`config.mk`:
```
export PLATFORM = sky130hd
export DESIGN_NAME = ifetch_unit
export DESIGN_NICKNAME = d
export VERILOG_FILES = /design/src/rtl/ifetch_unit.sv
export SDC_FILE = /design/constraint.sdc
export NUM_CORES = 1
export LEC_CHECK = 0
export ABC_AREA = 1
export BUFFER_PORTS_ARGS = -buffer_cell sky130_fd_sc_hd__buf_4
export CAP_MARGIN = 20
export CORE_UTILIZATION = 30
export CTS_BUF_LIST = sky130_fd_sc_hd__clkbuf_4
export DETAILED_ROUTE_END_ITERATION = 8
export HOLD_SLACK_MARGIN = 0.02
export PLACE_DENSITY = 0.56
export SLEW_MARGIN = 20
export SYNTH_ARGS = -nofsm -noshare
export SYNTH_HDL_FRONTEND = slang
export SYNTH_SLANG_ARGS = --single-unit
export TNS_END_PERCENT = 20
```
`constraint.sdc`:
```
create_clock -name clk_i -period 14.1 [get_ports clk_i]
set_input_delay 3.525 -clock clk_i [delete_from_list [all_inputs] [get_ports clk_i]]
set_output_delay 3.525 -clock clk_i [all_outputs]
set_load 0.05 [all_outputs]
```
`src/rtl/ifetch_unit.sv`:
```
// ifetch_unit: PC-driven fetch FSM with a small decode-side FIFO.
// Optional misaligned-fetch trap under `IFETCH_MISALIGN_CHECK_EN.
module ifetch_unit #(
  parameter int FIFO_DEPTH = 2
) (
  input  logic        clk_i,
  input  logic        rst_ni,
  input  logic [63:0] pc_i,
  output logic        pc_we_o,
  output logic [63:0] pc_next_o,
  input  logic        redirect_i,
  input  logic [63:0] redirect_pc_i,
  output logic        imem_req_o,
  output logic [63:0] imem_addr_o,
  input  logic        imem_gnt_i,
  input  logic        imem_rvalid_i,
  input  logic [31:0] imem_rdata_i,
  output logic        instr_valid_o,
  output logic [31:0] instr_o,
  output logic [63:0] instr_pc_o,
  output logic        instr_fault_o,
  input  logic        instr_ready_i
);

  localparam int PW = $clog2(FIFO_DEPTH);
  localparam int CW = $clog2(FIFO_DEPTH + 1);

  typedef enum logic [1:0] {
    S_REQ,
    S_WAIT,
    S_DRAIN
  } state_e;

  state_e        state_q;
  logic [63:0]   req_pc_q;
  logic [PW-1:0] rd_q;
  logic [PW-1:0] wr_q;
  logic [CW-1:0] cnt_q;
  logic [63:0]   pc_mem [FIFO_DEPTH];
  logic [31:0]   ins_mem [FIFO_DEPTH];

  logic        not_full;
  logic        misalign;
  logic        in_req;
  logic        req;
  logic        grant;
  logic        fault_push;
  logic        rsp_push;
  logic        push;
  logic        pop;
  logic [63:0] push_pc;
  logic [31:0] push_ins;

  assign not_full = cnt_q < CW'(FIFO_DEPTH);

`ifdef IFETCH_MISALIGN_CHECK_EN
  assign misalign = pc_i[1:0] != 2'b00;
`else
  assign misalign = 1'b0;
`endif

  assign in_req = (state_q == S_REQ)
                & not_full
                & ~redirect_i;
  assign req        = in_req & ~misalign;
  assign fault_push = in_req & misalign;
  assign grant      = req & imem_gnt_i;
  assign rsp_push   = (state_q == S_WAIT)
                    & imem_rvalid_i
                    & ~redirect_i;
  assign push = rsp_push | fault_push;
  assign pop  = instr_valid_o & instr_ready_i;

  assign push_pc  = fault_push ? pc_i : req_pc_q;
  assign push_ins = fault_push ? 32'h0
                               : imem_rdata_i;

  // Every output is forced low while reset is held
  assign imem_req_o  = rst_ni & req;
  assign imem_addr_o = rst_ni ? pc_i : 64'h0;
  assign pc_we_o     = rst_ni
                     & (redirect_i | grant | fault_push);

  always_comb begin
    pc_next_o = 64'h0;
    if (rst_ni) begin
      unique case (1'b1)
        redirect_i: pc_next_o = redirect_pc_i;
        fault_push: pc_next_o = pc_i;
        default:    pc_next_o = pc_i + 64'd4;
      endcase
    end
  end

  assign instr_valid_o = rst_ni
                       & (cnt_q != '0)
                       & ~redirect_i;
  assign instr_o    = rst_ni ? ins_mem[rd_q] : 32'h0;
  assign instr_pc_o = rst_ni ? pc_mem[rd_q] : 64'h0;

`ifdef IFETCH_MISALIGN_CHECK_EN
  logic flt_mem [FIFO_DEPTH];

  // Fault flag storage travels with each entry
  always_ff @(posedge clk_i) begin
    if (push) flt_mem[wr_q] <= fault_push;
  end

  assign instr_fault_o = rst_ni & flt_mem[rd_q];
`else
  assign instr_fault_o = 1'b0;
`endif

  // Fetch FSM: one request in flight, drop it after a redirect
  always_ff @(posedge clk_i or negedge rst_ni) begin
    if (!rst_ni) begin
      state_q  <= S_REQ;
      req_pc_q <= 64'h0;
    end else begin
      unique case (state_q)
        S_REQ: begin
          if (grant) begin
            state_q  <= S_WAIT;
            req_pc_q <= pc_i;
          end
        end
        S_WAIT: begin
          if (imem_rvalid_i)   state_q <= S_REQ;
          else if (redirect_i) state_q <= S_DRAIN;
        end
        S_DRAIN: begin
          if (imem_rvalid_i) state_q <= S_REQ;
        end
        default: state_q <= S_REQ;
      endcase
    end
  end

  // FIFO pointers and occupancy; redirect empties it
  always_ff @(posedge clk_i or negedge rst_ni) begin
    if (!rst_ni) begin
      rd_q  <= '0;
      wr_q  <= '0;
      cnt_q <= '0;
    end else if (redirect_i) begin
      rd_q  <= wr_q;
      cnt_q <= '0;
    end else begin
      if (push) wr_q <= wr_q + PW'(1);
      if (pop)  rd_q <= rd_q + PW'(1);
      unique case ({push, pop})
        2'b10:   cnt_q <= cnt_q + CW'(1);
        2'b01:   cnt_q <= cnt_q - CW'(1);
        default: cnt_q <= cnt_q;
      endcase
    end
  end

  // Entry payload storage, written on push
  always_ff @(posedge clk_i) begin
    if (push) begin
      pc_mem[wr_q]  <= push_pc;
      ins_mem[wr_q] <= push_ins;
    end
  end

endmodule
```
Word level (Yosys, flattened, before mapping)
Memory sizes are Yosys's and may differ from the RTL's.
Index checks and enable logic that the tools add are counted.
- $add $sub $neg: 5
- magnitude comparators: 1
- equal/unequal tests: 7
- muxes and demuxes: 16
- bitwise operators: 12
- reductions and logical operators: 7
- operators by type and width (operator ; number):
    64-bit 2-to-1 mux ; 4
    64-bit by 3-bit adder with 64-bit output (second input constant) ; 1
    32-bit 2-to-1 mux ; 1
    1-bit AND ; 10
    2-bit 2-to-1 mux ; 5
    2-bit case mux with 3 select lines ; 1
    2-bit by 1-bit == test with 1-bit output (second input constant) ; 2
    2-bit == test (second input constant) ; 2
    1-bit 2-to-1 mux ; 4
    2-bit != test (second input constant) ; 2
    2-bit case mux with 2 select lines ; 1
    2-bit AND reduction ; 2
    2-bit nonzero test ; 2
    3-bit != test (second input constant) ; 1
    3-bit AND reduction ; 1
    3-bit nonzero test ; 1
    1-bit adder (second input constant) ; 2
    2-bit by 1-bit adder with 2-bit output (second input constant) ; 1
    2-bit zero test ; 1
    2-bit < comparator (second input constant) ; 1
    2-bit by 1-bit subtractor with 2-bit output (second input constant) ; 1
    1-bit inverter ; 1
    1-bit OR ; 1
- register bits after elaboration: 70
- bits in writable memories: 192
- input bits: 166
- output and inout port bits: 228
- logic and storage cells: 55
- memories: 2
- memories (memory ; words ; bits a word ; read ports ; clocked after Yosys merged registers in ; write ports ; line ; source):
    pc_mem ; 2 ; 64 ; 1 ; 0 ; 1 ; 39 ; logic [63:0] pc_mem [FIFO_DEPTH];
    ins_mem ; 2 ; 32 ; 1 ; 0 ; 1 ; 40 ; logic [31:0] ins_mem [FIFO_DEPTH];

Longest topological paths before layout
Gate-level depths: netlist (run 1).
- depth after elaboration: 7
- mapped depth: 11
- gate-level depth less buffers: 10

Worst setup path after synthesis (run 1)
OpenSTA, ideal clock, no wires.
- path type: input to output
- start point: in pc_i[2]
- end point: out pc_next_o[38]
- data arrival time: 5.268 ns
- required time: 10.575 ns
- path slack: 5.307 ns
- stages: 10
- buffers on the path: 1
- path through: ha_1 > buf_2 > inv_2 > nor2_2 > nand2_2 > nor2_4 > nand3_1 > nand2_1 > nand2_1 > a21oi_1
- word-level cells in the longest chain between the ends: 3
- ends and longest elaborated chain (item ; line ; source):
    start, declared ; 8 ; input logic [63:0] pc_i,
    64-bit by 3-bit adder with 64-bit output ; 90 ; default: pc_next_o = pc_i + 64'd4;
    64-bit 2-to-1 mux ; 87 ; unique case (1'b1)
    64-bit 2-to-1 mux ; 86 ; if (rst_ni) begin
    end, declared ; 10 ; output logic [63:0] pc_next_o,
Every way passes these cells.

Final worst setup path (run 1)
Ends and elaborated chain as after synthesis.

==> impl_results.md, run 1 <==
- Status: finished clean
- Area of combinational cells with multiple inputs: 4989 sq um
- Delay contributed by the slowest stage of the critical path: 0.39 ns
- Placer Congestion: between 0.9 and 1
- GR Util All Layers: 0.2209
- First-pass GRT wire length: ~76 mm
- Worst vdd ir: roughly 0.085 mV
- Number of setup violations in the final report: 0
- Critical path class: in2out
- Core Box Area: 44,510 sq um
- Die width: 214.9 microns
- Setup TNS after final layout: 0 ns
- Depth of the worst register-to-register path: 5
- Fillcell total: 4,643
- Area used by sequential logic in the layout: 7521 sq um
- Cell Area, Synth: between 10,000 and 15,000 sq um
- Mapped Avg Cell Area: 8.104 sq um
- Arrival time at the worst endpoint: 5.59 ns
- Relative slew slack: 0.3317
- Share of the cycle needed by the critical path after routing: 0.6465
- P&R area growth vs syn: 32.91%
- Clock Tree Root: sky130_fd_sc_hd__clkbuf_4
- Number of ports placed on the die boundary: ~390
- Post-synthesis sequential area ratio: 0.5528
- Floorplan die height: 214.9 microns
- CTS tree: built
- Max-cap violations: 0
- Destination of the worst register-to-register timing path: pc_mem[1][45]
- Proportion of power drawn by the clock network: 0.289
- DRT Wirelength: 51.99 mm
- Post-route worst hold slack: 0.4633 ns
- Final HPWL DP: approximately 38 mm
- TritonCTS Buffers: 72
- Resized cells post-CTS: 0
- Number of vias in the routed layout: 12,640
- Floorplan die area: around 46,000 sq um
- WHS Path Cells: 0
- Count of different cell masters after synthesis: 35
- Number of buffer and inverter stages on the critical path: 3
- Flop and latch count out of synthesis: 262
- Slowest cell on the critical path: sky130_fd_sc_hd__ha_1
- DRC errors left: 0
- Cells along the critical path: buf_4, ha_1, inv_2, nor2_2, nand2_2, nor2_4, nand3_1, nand2_1, nand2_1, a21oi_1, buf_4
- Unrepaired setup endpoints after global routing: no
- Number of core rows: 77
- Clock transition at path regs: approximately 0.070 ns
- Highest attainable clock frequency: 109.7 MHz
- DR iter-0 viols: 823
- Final setup slack of the worst path: 4.985 ns
- Post-route total power: 2.491 mW
- Post-Place Setup Slack: 5.013 ns
- Relative contribution of combinational cells to total power: 0.309
- Gate Count Post-Synth: 1,678
- Transition at the pin with the smallest max-transition slack: 1.002 ns
- Number of global-route vias before repair: 12,010
- Clock H-tree levels: 3
- Insertion delay to the later sink of the worst-skew pair: 0.75 ns
- Total gr overflow: 0
- Largest clock skew in the final design: 0.03625 ns
- Total power divided by cell area: between 100 and 150 nW/um^2
- Setup Fix Bufs, Post-CTS: 0
- Startpoint of the worst hold path: push_pc[20]
- Sinks on the clock net: 262
- Via-per-instance ratio: roughly 4.6
- Net total in the final layout: 2,246
- Sequential power share: 0.402
- Pin count of the biggest net entering global routing: 173
- Cell class contributing the biggest share of worst-path delay: simple AND/OR/NAND/NOR gates
- Startpoint Class: input port
- Fraction of power spent switching nets: 0.3817
- Kind of end point of the critical path: output pin
- WL per Instance: ~19 microns
- Internal power summed over all cells: 1.540 mW
- Register-to-Register Setup Slack: 11.04 ns
- Synthesized Nets: 1,845
- Number of antenna-violating nets in the routed design: 0
- Yosys warning count: 0
- Fin. max-slew vios: 0
- Post-route minimum period: 9.115 ns
- First-pass detailed-route iteration total: 6
- Switching Power: 0.9508 mW
- Number of buffers added on ports: 392
- Largest fanout of any net on the critical path: 9
- Final Hold Vio Count: 0
- Leak pwr: 8.677 nW
- Clk buf depth: 3
- Worst min-delay path category: reg2reg
- Origin of the critical flop-to-flop path: state_q[1]
- Fraction of layout cells with a size suffix above 1: 0.2670
- Hold path endpoint: pc_mem[1][20]
- Worst Path Required: 10.57 ns
- Initial core utilization: 0.3055
- Initial antenna violation count: 2
- Count of hold-fix buffers inserted at cts: 0
-- worst reg2reg max path: cells and delay by family (launching register included) --
family,cells,cell delay (ns)
buf+inv,3,1.27
simple gates,2,0.88
flops,1,0.40
-- synth_stat cells (all sizes together) --
master / number / area, sq um
ha: 1 / 12.51
clkinv: 1 / 3.750
nand2: 375 / 1445
a21oi: 16 / 83.83
nand3: 71 / 365.3
buf: 23 / 117.6
xor2: 20 / 175.2
xnor2: 2 / 17.52
o31ai: 1 / 7.510
nand4: 16 / 100.1
clkbuf: 52 / 195.2
inv: 214 / 803.3
conb: 1 / 3.750
dfrtp: 70 / 1752
edfxtp: 192 / 5766
a31oi: 2 / 12.51
o41ai: 1 / 8.760
nor3: 3 / 15.01
mux2: 1 / 11.26
o21bai: 5 / 37.54
o211ai: 2 / 15.01
or4: 1 / 7.510
nor2: 407 / 1637
o21ai: 201 / 1006
-- power groups by stage --
stage	Combinational (mW)	Clock [mW]	Sequential (mW)
finish	0.770	0.720	1.00
global route	0.822	0.781	1.01
CTS	0.777	0.743	1.00
detailed placement	0.776	0	1.02
global placement	0.772	0	1.01
floorplan	0.510	0	0.987
-- placed cells by master (no fill, tap or decap), types with 20 or more instances in the layout --
master | synthesis | final
sky130_fd_sc_hd__buf_4 | 2 | 400
sky130_fd_sc_hd__clkbuf_4 | 0 | 110
sky130_fd_sc_hd__dfrtp_1 | 70 | 69
sky130_fd_sc_hd__edfxtp_1 | 192 | 192
sky130_fd_sc_hd__inv_1 | 209 | 209
sky130_fd_sc_hd__nand2_1 | 364 | 364
sky130_fd_sc_hd__nand3_1 | 69 | 68
sky130_fd_sc_hd__nor2_1 | 385 | 383
sky130_fd_sc_hd__o21ai_0 | 192 | 192
sky130_fd_sc_hd__xor2_1 | 20 | 20
-- registers in the layout (all words and copies together), names as in the netlist --
register  count
pc_mem      128
ins_mem      64
push_pc      64
cnt_q         2
state_q       2
rd_q          1
wr_q          1
-- stage by stage --
stage | std cells | area (sq um) | utilization
final | 2731 | 18070 | 0.4061
after global routing | 2729 | 18070 | 0.4059
after CTS | 2727 | 18060 | 0.4058
after detailed placement | 2597 | 17100 | 0.3841
after global placement | 2597 | 17100 | 0.3841
after floorplan | 1678 | 13600 | -
-- worst max-delay path by stage --
stage | startpoint | end | cells after the start
CTS | pc_i[2] | pc_next_o[38] | 11
detailed placement | redirect_i | pc_next_o[29] | 7
global placement | rst_ni | pc_next_o[2] | 5
finish | pc_i[2] | pc_next_o[38] | 11
global route | redirect_i | pc_next_o[11] | 6
floorplan | pc_i[2] | pc_next_o[38] | 10
-- cells by family after synthesis --
logic type / Yosys count / synth area share
mux: 1 / 0.0008281
other cells: 1 / 0.0002758
simple gates: 873 / 0.2625
xor+xnor: 22 / 0.01417
flops: 262 / 0.5528
compound gates: 228 / 0.08612
buf+inv: 290 / 0.08235
fa+ha+maj: 1 / 0.0009200
-- routing by layer --
metal	wire length, microns	vias up	global-route usage
li1	-	6199	-
met1	23520	5943	0.2989
met2	24250	437	0.3530
met3	3284	64	0.04982
met4	935	0	0.06238
met5	0	-	0
-- final cells by class --
cell class | count | share of cell area
well taps | 592 | 0.04098
clock buffers | 110 | 0.04569
multi-input cells | 1126 | 0.2760
inverters | 215 | 0.04479
diodes | 4 | 0.0005538
flip-flops and latches | 262 | 0.4161
clock inverters | 20 | 0.007823
repair buffers | 402 | 0.1680
Power figures use the tool's default switching activity.
==> inputs of run 2 (changes only) <==
==> constraint.sdc (replaced) <==
create_clock -name clk_i -period 8.4 [get_ports clk_i]
set_input_delay 2.1 -clock clk_i [delete_from_list [all_inputs] [get_ports clk_i]]
set_output_delay 2.1 -clock clk_i [all_outputs]
set_load 0.05 [all_outputs]
==> run 2 against run 1 <==
- critical path depth is the same
- sequential power grew 69%
- clock skew grew 0.0077 ns
- die area is the same
- sequential share of layout area shrank 0.089 points
- setup slack lost 2.9 ns
- flip-flop and latch count is the same
- final cell count grew 0.22%
- highest routed layer is now met5
==> impl_results.md, run 2 (synthesized netlist as in run 1, its figures left out) <==
- Leading cell type in the layout, fill and taps excluded: sky130_fd_sc_hd__buf_4 (unchanged)
- Resized cells post-CTS: 0 (unchanged)
- Transition at the pin with the smallest max-transition slack: 0.8956 ns (was 1.002 ns)
- Leak pwr: 8.694 nW (was 8.677 nW)
- Proportion of power drawn by the clock network: 0.291 (was 0.289)
- Net total in the final layout: 2,251 (was 2,246)
- Clock transition at path regs: 0.06 ns (was 0.07 ns)
- Max-cap violations: 0 (unchanged)
- Final Hold Vio Count: 0 (unchanged)
- Number of buffers added on ports: 392 (unchanged)
- Initial antenna violation count: 2 (unchanged)
- Largest fanout of any net on the critical path: 9 (unchanged)
- Largest register by flop count: pc_mem (unchanged)
- Total gr overflow: 0 (unchanged)
- Highest attainable clock frequency: 159.6 MHz
- Arrival time at the worst endpoint: 4.17 ns (was 5.59 ns)
- Number of vias in the routed layout: 12,660 (was 12,640)
- Setup Fix Bufs, Post-CTS: 0 (unchanged)
- Placed Instance Area: 17,110 sq um (was 17,100 sq um)
- Switching Power: 1.589 mW (was 0.9508 mW)
- Fraction of power spent switching nets: 0.3794 (was 0.3817)
- Post-route minimum period: 6.266 ns
- Placer Congestion: 0.9081 (was 0.9126)
- Via-per-instance ratio: 4.626 (was 4.629)
- Fin. max-slew vios: 0 (unchanged)
- Largest clock skew in the final design: 0.04398 ns (was 0.03625 ns)
- Number of global-route vias before repair: 12,190 (was 12,010)
- GR Util All Layers: 0.2215 (was 0.2209)
- Relative contribution of combinational cells to total power: 0.306 (was 0.309)
- Final core utilization: 0.4069 (was 0.4061)
- First-pass detailed-route iteration total: 5 (was 6)
- Most used cells in the layout excluding fill and tap cells: sky130_fd_sc_hd__buf_4, sky130_fd_sc_hd__nor2_1, sky130_fd_sc_hd__nand2_1, sky130_fd_sc_hd__inv_1 (unchanged)
- Worst vdd ir: 0.1118 mV (was 0.08459 mV)
- Finished Cell Area: 18,110 sq um (was 18,070 sq um)
- Pin count of the biggest net entering global routing: 77 (was 173)
- Die width: 214.9 microns (unchanged)
- TritonCTS Buffers: 73 (was 72)
- Setup TNS after final layout: 0 ns (unchanged)
- Relative slew slack: 0.4029 (was 0.3317)
- Internal power summed over all cells: 2.599 mW (was 1.540 mW)
- Sequential power share: 0.403 (was 0.402)
- DR iter-0 viols: 765 (was 823)
- Number of ports placed on the die boundary: 394 (unchanged)
- Startpoint Class: input port (unchanged)
- Fraction of layout cells with a size suffix above 1: 0.2677 (was 0.2670)
- Number of core rows: 77 (unchanged)
- DRC errors left: 0 (unchanged)
- First-pass GRT wire length: 76.82 mm (was 76.08 mm)
- Clk buf depth: 3 (unchanged)
- P&R area growth vs syn: 33.20% (was 32.91%)
- Clock Tree Root: sky130_fd_sc_hd__clkbuf_4 (unchanged)
- Worst min-delay path category: reg2reg (unchanged)
- Number of antenna-violating nets in the routed design: 0 (unchanged)
- Clock H-tree levels: 3 (unchanged)
- Post-Place Setup Slack: 2.153 ns (was 5.013 ns)
- Register-to-Register Setup Slack: 5.80 ns (was 11.04 ns)
- Core Box Area: 44,510 sq um (unchanged)
- Initial core utilization: 0.3055 (unchanged)
- Share of the cycle needed by the critical path after routing: 0.7460
- Worst Path Required: 6.30 ns (was 10.57 ns)
- Flip-flop count of the largest register after layout: 128 (unchanged)
- Final setup slack of the worst path: 2.134 ns (was 4.985 ns)
- Final HPWL DP: 38.43 mm (was 37.91 mm)
- Total power divided by cell area: 231.2 nW/um^2 (was 137.8 nW/um^2)
- WL per Instance: 18.99 microns (was 19.04 microns)
- Insertion delay to the later sink of the worst-skew pair: 0.73 ns (was 0.75 ns)
- Kind of end point of the critical path: output pin (unchanged)
- Floorplan die area: 46,180 sq um (unchanged)
- Post-route worst hold slack: 0.4536 ns (was 0.4633 ns)
- Floorplan die height: 214.9 microns (unchanged)
- Count of hold-fix buffers inserted at cts: 0 (unchanged)
- Critical path class: in2out (unchanged)
- Number of setup violations in the final report: 0 (unchanged)
- Fillcell total: 4,676 (was 4,643)
- Status: finished clean (unchanged)
- Unrepaired setup endpoints after global routing: no (unchanged)
- Sinks on the clock net: 262 (unchanged)
- DRT Wirelength: 51.97 mm (was 51.99 mm)
- CTS tree: built (unchanged)
## run 2: changes by cell type in the layout (fill, tap and decap cells not counted), sizes merged
cell / previous run / this run
buf: 401 / 405
diode: 4 / 1
inv: 214 / 215
clkbuf: 111 / 113
clkinvlp: 0 / 2
## run 2: layer usage
layer  wire [microns]  share of wire  GRT usage
met5               13        0.00025          0
met4              941          0.018    0.06524
met3             2882          0.055    0.04232
met2            24990           0.48     0.3675
met1            23140           0.45     0.2921
## run 2: critical path: stages
cell and delay, ns:
sky130_fd_sc_hd__buf_4 0.14, sky130_fd_sc_hd__ha_1 0.39, sky130_fd_sc_hd__inv_2 0.10, sky130_fd_sc_hd__nor2_2 0.18, sky130_fd_sc_hd__nand2_2 0.14, sky130_fd_sc_hd__nor2_4 0.33
sky130_fd_sc_hd__nand3_1 0.23, sky130_fd_sc_hd__nand3_1 0.16, sky130_fd_sc_hd__o211ai_1 0.10, sky130_fd_sc_hd__inv_1 0.09, sky130_fd_sc_hd__buf_4 0.19
## run 2: stage by stage
step	std cells	power, mW
after floorplan	1678	2.512
after global placement	2601	2.996
after detailed placement	2601	3.010
after CTS	2736	4.256
after global routing	2737	4.408
final	2737	4.188
## run 2: area by class of cell
class | count | area [sq um] | share of cell area
Timing Repair Buffer | 406 | 3054 | 0.1686
Clock inverter | 23 | 155.1 | 0.008566
Sequential cell | 262 | 7521 | 0.4152
Antenna cell | 1 | 2.502 | 0.0001382
Multi-Input combinational cell | 1126 | 4989 | 0.2754
Clock buffer | 112 | 840.8 | 0.04642
Tap cell | 592 | 740.7 | 0.04090
Inverter | 215 | 809.5 | 0.04469
## run 2: path summary, 6_finish.rpt
kind / start / cells after the start / end
worst max register to register: rd_q / 5 / rd_q
min in group asynchronous: rst_ni / 1 / push_pc[37]
worst min register to register: push_pc[0] / 0 / pc_mem[0][0]
worst min-delay path: push_pc[0] / 0 / pc_mem[0][0]
worst max-delay path: pc_i[2] / 11 / pc_next_o[34]
max in group asynchronous: rst_ni / 2 / push_pc[45]
## run 2: power groups by stage
stage | sequential [mW] | clock, mW | combinational, mW
after floorplan | 1.66 | 0 | 0.855
after global placement | 1.71 | 0 | 1.29
after CTS | 1.69 | 1.27 | 1.30
after detailed placement | 1.72 | 0 | 1.29
after global routing | 1.71 | 1.33 | 1.37
final | 1.69 | 1.22 | 1.28
